===== config.mk =====
export PLATFORM = sky130hd
export DESIGN_NAME = force_release_target
export DESIGN_NICKNAME = d
export VERILOG_FILES = /design/src/rtl/force_release_target_pkg.sv /design/src/rtl/force_release_target_hold_timer.sv /design/src/rtl/force_release_target.sv
export SDC_FILE = /design/constraint.sdc
export NUM_CORES = 1
export LEC_CHECK = 0
export CORE_ASPECT_RATIO = 0.75
export CORE_MARGIN = 5
export CORE_UTILIZATION = 45
export DETAILED_ROUTE_END_ITERATION = 8
export PLACE_DENSITY = 0.9
export SLEW_MARGIN = 20
export SYNTH_ARGS = -nofsm -noshare
export SYNTH_HDL_FRONTEND = slang
export SYNTH_SLANG_ARGS = --single-unit
export TNS_END_PERCENT = 30

===== constraint.sdc =====
create_clock -name clk -period 3.7 [get_ports clk]
set_input_delay 0.555 -clock clk [delete_from_list [all_inputs] [get_ports clk]]
set_output_delay 0.555 -clock clk [all_outputs]
set_load 0.02 [all_outputs]

===== src/rtl/force_release_target_pkg.sv =====
// force_pkg: request opcodes and FSM states shared by the override unit.
package force_pkg;
  typedef enum logic [1:0] {OP_NOP, OP_FORCE, OP_FORCE_TIMED, OP_RELEASE} op_e;
  typedef enum logic [1:0] {ST_IDLE, ST_FORCED, ST_TIMED, ST_RELEASING} state_e;
endpackage


===== src/rtl/force_release_target_hold_timer.sv =====
// hold_timer: down-counter for timed forces; a zero load acts as one and the count never wraps.
module hold_timer #(
  parameter int CNT_W = 8
) (
  input  logic             clk,
  input  logic             rstn,
  input  logic             load,
  input  logic [CNT_W-1:0] value,
  input  logic             dec,
  output logic             expire
);
  logic [CNT_W-1:0] cnt_q, cnt_d;
  always_comb begin
    cnt_d = load ? (value == '0 ? CNT_W'(1) : value)
                 : ((dec && cnt_q != '0) ? cnt_q - CNT_W'(1) : cnt_q);
  end
  always_ff @(posedge clk or negedge rstn) begin
    if (!rstn) cnt_q <= '0;
    else       cnt_q <= cnt_d;
  end
  assign expire = cnt_q == CNT_W'(1);
endmodule


===== src/rtl/force_release_target.sv =====
// force_release_target: registered pass-through of func_d that can be overridden
// by a held or timed forced value via a valid/ready request port.
module force_release_target
  import force_pkg::*;
#(
  parameter int WIDTH = 8,
  parameter int CNT_W = 8
) (
  input  logic             clk,
  input  logic             rstn,
  input  logic [WIDTH-1:0] func_d,
  input  logic             req_valid,
  output logic             req_ready,
  input  logic [1:0]       req_op,
  input  logic [WIDTH-1:0] req_val,
  input  logic [CNT_W-1:0] req_hold,
  output logic [WIDTH-1:0] q,
  output logic             forced,
  output logic             rel_pulse,
  output logic             err
);
  state_e           state_q, state_d;
  logic [WIDTH-1:0] q_q, q_d;
  logic             ready_q, err_q, err_d;
  logic             accept, act, load, dec, expire, forced_d;
  op_e              op;
  assign op     = op_e'(req_op);
  assign accept = req_valid & req_ready;
  assign act    = accept & (op != OP_NOP);
  assign load   = accept & (op == OP_FORCE_TIMED);
  assign dec    = (state_q == ST_TIMED) & ~act;
  hold_timer #(.CNT_W(CNT_W)) u_timer (
    .clk    (clk),
    .rstn   (rstn),
    .load   (load),
    .value  (req_hold),
    .dec    (dec),
    .expire (expire)
  );
  always_comb begin
    state_d = state_q;
    err_d   = 1'b0;
    if (state_q == ST_RELEASING) state_d = ST_IDLE;
    else if (act)
      case (op)
        OP_FORCE:       state_d = ST_FORCED;
        OP_FORCE_TIMED: state_d = ST_TIMED;
        OP_RELEASE: begin
          state_d = state_q == ST_IDLE ? ST_IDLE : ST_RELEASING;
          err_d   = state_q == ST_IDLE;
        end
        default: state_d = state_q;
      endcase
    else if (state_q == ST_TIMED && expire) state_d = ST_RELEASING;
    forced_d = (state_d == ST_FORCED) || (state_d == ST_TIMED);
    q_d      = forced_d ? (act ? req_val : q_q) : func_d;
  end
  always_ff @(posedge clk or negedge rstn) begin
    if (!rstn) begin
      state_q <= ST_IDLE;
      q_q     <= '0;
      err_q   <= 1'b0;
      ready_q <= 1'b0;
    end else begin
      state_q <= state_d;
      q_q     <= q_d;
      err_q   <= err_d;
      ready_q <= 1'b1;
    end
  end
  assign req_ready = ready_q & (state_q != ST_RELEASING);
  assign forced    = (state_q == ST_FORCED) || (state_q == ST_TIMED);
  assign rel_pulse = state_q == ST_RELEASING;
  assign err       = err_q;
  assign q         = q_q;
endmodule


==> results.cfg <==
[worst_setup_path]
regToRegStartpoint = state_q[1]$_DFF_PN0_
regToRegEndpoint = q[1]$_DFFE_PN0P_
cp-startpoint = req_op[0]
worst_ep_arrival_time_ns = 2.77
critPathMaxFanout = 7
rr_worst_depth = 6
worst_setup_path_start_kind = input pin
setup.worst_path.class = input pin to flip-flop
reg2reg_setup_slack_ns = 1.29
required_time_worst_endpoint_ns = 3.90
critical_path.endpoint_type = flip-flop

[sta]
fin_tns_setup_ns = 0
timing.final.hold_violations = 0
setup-violations-final = 0
max-slew-margin-rel_pct = 37.93
timing_max_transition_violations_final = 0
worst_margin_slew_ns = 0.9282
fin_worst_skew_ns = 0.006749
timing.final.crit_period_ns = 2.575
maxClockFrequency_ghz = 0.3884
setup_slack_ns = 1.125
finalCritPeriodShare_pct = 69.59
whs_ns = 0.5927
unrepaired_setup_endpoints_after_global_routing = false

[placed_design]
placement_setup_slack_ns = 0.8489
detailed_place.area_um2 = 1662
replace_congestion = 0.7695
dpl.hpwl_um = 2475
port_buffers = 40
placed_cells = 184

[worst_hold_path]
min_path_type = flip-flop to flip-flop
hold-path-cell-count = 1
worst_hold_startpoint = u_timer.cnt_q[3]$_DFFE_PN0P_
timing.hold.worst_endpoint = u_timer.cnt_q[3]$_DFFE_PN0P_

[drt]
wl_per_cell_um = 16.40
routed_via_density = 5.415
final_antenna_net_count = 0
drt_iter0_drc = 53
drt_drc_violations_left = 0
detail_route.wirelength_um = 3083
vias_post_dr = 1018
detailedRoute.firstPassIterationCount = 4

[die]
die_height_um = 54.91
die-area_um2 = 3836
starting_density_of_the_core_pct = 46.49
boundary_pin_count = 41
std_cell_rows = 16
die_w_um = 69.88
core_area_um2 = 2603

[clock_tree]
clkLatencyLatePin_ns = 0.30
post-cts-setup-buffer-count = 0
cts_max_path_buffers = 2
ctsResizeCount = 0
clk_pin_slew_ns = 0.11
cts_num_sinks = 20
cts_tree = done
cts-buffers-inserted = 3
cts.root.buffer_cell = sky130_fd_sc_hd__clkbuf_4
cts.hold.buffers_added = 0
htree_levels = 1

[logic_synthesis]
ys.warnings.count = 0
synth.top_cell.area_share_pct = 41.37
synth.top_cells.by_area = sky130_fd_sc_hd__dfrtp_1, sky130_fd_sc_hd__mux2_2, sky130_fd_sc_hd__ha_1
syn_area_per_cell_um2 = 11.20
seq_total_area_yosys_pct = 41.37
mappedNetlistNets = 143
postSynthCellCount = 108
synth_largest_area_cell = sky130_fd_sc_hd__dfrtp_1
synth-seq-cells = 20
synth.cell_area_um2 = 1210
netlist-cell-type-count = 35

[cells_and_area]
num-fill-cells = 211
area.growth.synth_to_final_pct = 40.33
postLayoutCellArea_um2 = 1698
layout.area.seq_um2 = 500.5
antenna_cells = 0
multiInputGateArea_um2 = 678.2
design.final.nets = 188
final_layout_size_suffix_gt1_share_pct = 22.37
post-route-util_pct = 65.24
layoutNonFillerInstCount = 188

[grt]
grt.overflow.total = 0
antenna_found_initial = 0
grtUsageTotal_pct = 16.67
grt_first_pass_wirelength_um = 4816
first_global_vias = 976
grt_max_degree = 21

[pwr]
pwr_density_cell_nw_per_um2 = 753.1
power.static_leakage_nw = 0.6858
fin_total_pwr_mw = 1.279
max-vdd-ir-drop_v = 0.0003224

[job]
maxCapViolations = 0

[status]
run_status = finished clean
## registers in the layout (all words and copies together), names as in the netlist
signal / cells
u_timer.cnt_q: 8
state_q: 2
q: 8
ready_q: 1
err: 1
## area by class of cell
class                      instances  area share [%]
timing repair buffer              42           24.47
inverter                           6           1.326
clock buffer                       4           2.137
tap                               36           2.653
multi-input combinational         80           39.94
sequential                        20           29.48
## critical path: stages
cell and delay, ns:
sky130_fd_sc_hd__clkdlybuf4s50_1 0.50, sky130_fd_sc_hd__nor2_1 0.20, sky130_fd_sc_hd__o21ai_0 0.19, sky130_fd_sc_hd__a21oi_1 0.49
sky130_fd_sc_hd__buf_4 0.26, sky130_fd_sc_hd__mux2_2 0.34, sky130_fd_sc_hd__o221a_2 0.24
## cell usage after synthesis
cell and instances:
sky130_fd_sc_hd__or4_1 1, sky130_fd_sc_hd__nor4_2 1, sky130_fd_sc_hd__nor3_1 4, sky130_fd_sc_hd__nor2_1 6, sky130_fd_sc_hd__xnor2_1 1, sky130_fd_sc_hd__o31a_2 2
sky130_fd_sc_hd__ha_1 6, sky130_fd_sc_hd__nand4_1 1, sky130_fd_sc_hd__o21ai_0 3, sky130_fd_sc_hd__nor2_2 1, sky130_fd_sc_hd__dfrtp_1 20, sky130_fd_sc_hd__xor2_4 1
sky130_fd_sc_hd__nand3b_1 1, sky130_fd_sc_hd__a221o_1 2, sky130_fd_sc_hd__a211o_1 1, sky130_fd_sc_hd__a311o_1 1, sky130_fd_sc_hd__o21a_1 1, sky130_fd_sc_hd__o211a_1 1
sky130_fd_sc_hd__nor3b_1 2, sky130_fd_sc_hd__buf_2 1, sky130_fd_sc_hd__a31oi_1 1, sky130_fd_sc_hd__buf_1 1, sky130_fd_sc_hd__inv_1 6, sky130_fd_sc_hd__mux2i_1 1
sky130_fd_sc_hd__a21oi_1 1, sky130_fd_sc_hd__a41oi_1 2, sky130_fd_sc_hd__nand3_1 4, sky130_fd_sc_hd__nor4_1 2, sky130_fd_sc_hd__o221a_2 1, sky130_fd_sc_hd__mux2_2 21
sky130_fd_sc_hd__or3_1 1, sky130_fd_sc_hd__conb_1 1, sky130_fd_sc_hd__or4_4 1, sky130_fd_sc_hd__nand2_1 5, sky130_fd_sc_hd__nand2b_1 3
## cells by family (layout without fill, tap and decap cells)
kind of cell	count (synthesis)	after routing	share of synthesized area, %
simple gates	33	33	15.31
mux	22	22	20.37
flops	20	20	41.37
compound gates	16	16	10.86
other cells	1	1	0.3099
buf+inv	8	52	2.584
fa+ha+maj	6	6	6.205
xor+xnor	2	2	2.999
## cell usage in the layout, fill, tap and decap left out, types with 2 or more instances in the layout
master,instances
sky130_fd_sc_hd__clkbuf_4,3
sky130_fd_sc_hd__nand2_1,5
sky130_fd_sc_hd__nand2b_1,3
sky130_fd_sc_hd__mux2_2,21
sky130_fd_sc_hd__clkdlybuf4s50_1,40
sky130_fd_sc_hd__dfrtp_1,20
sky130_fd_sc_hd__a41oi_1,2
sky130_fd_sc_hd__nor4_1,2
sky130_fd_sc_hd__o21ai_0,3
sky130_fd_sc_hd__inv_1,6
sky130_fd_sc_hd__ha_1,6
sky130_fd_sc_hd__nand3_1,4
sky130_fd_sc_hd__nor3_1,4
sky130_fd_sc_hd__nor3b_1,2
sky130_fd_sc_hd__o31a_2,2
sky130_fd_sc_hd__a221o_1,2
sky130_fd_sc_hd__buf_4,2
sky130_fd_sc_hd__nor2_1,6
## per-layer routing
| layer | up-vias | routed length, um | global-route usage [%] |
|---|---|---|---|
| met5 | - | 0 | 0 |
| met4 | 0 | 49 | 5.414 |
| met3 | 6 | 149 | 5.054 |
| met2 | 39 | 1567 | 29.31 |
| met1 | 485 | 1317 | 20.16 |
| li1 | 488 | - | - |
## where the power goes
group	leakage, nW	internal (mW)	switching (mW)
sequential	0.239	0.322	0.0908
clock	0.0210	0.0600	0.0681
combinational	0.426	0.399	0.338
## worst max-delay path by stage
stage / end / slack [ns] / cells past startpoint
after detailed placement: u_timer.cnt_q[2]$_DFFE_PN0P_ / 0.85 / 7
after floorplan: q[0]$_DFFE_PN0P_ / 1.52 / 6
after CTS: u_timer.cnt_q[2]$_DFFE_PN0P_ / 1.17 / 7
after global placement: u_timer.cnt_q[2]$_DFFE_PN0P_ / 0.99 / 7
final: u_timer.cnt_q[2]$_DFFE_PN0P_ / 1.13 / 7
after global routing: u_timer.cnt_q[2]$_DFFE_PN0P_ / 1.0 / 7
Power figures use the tool's default switching activity.
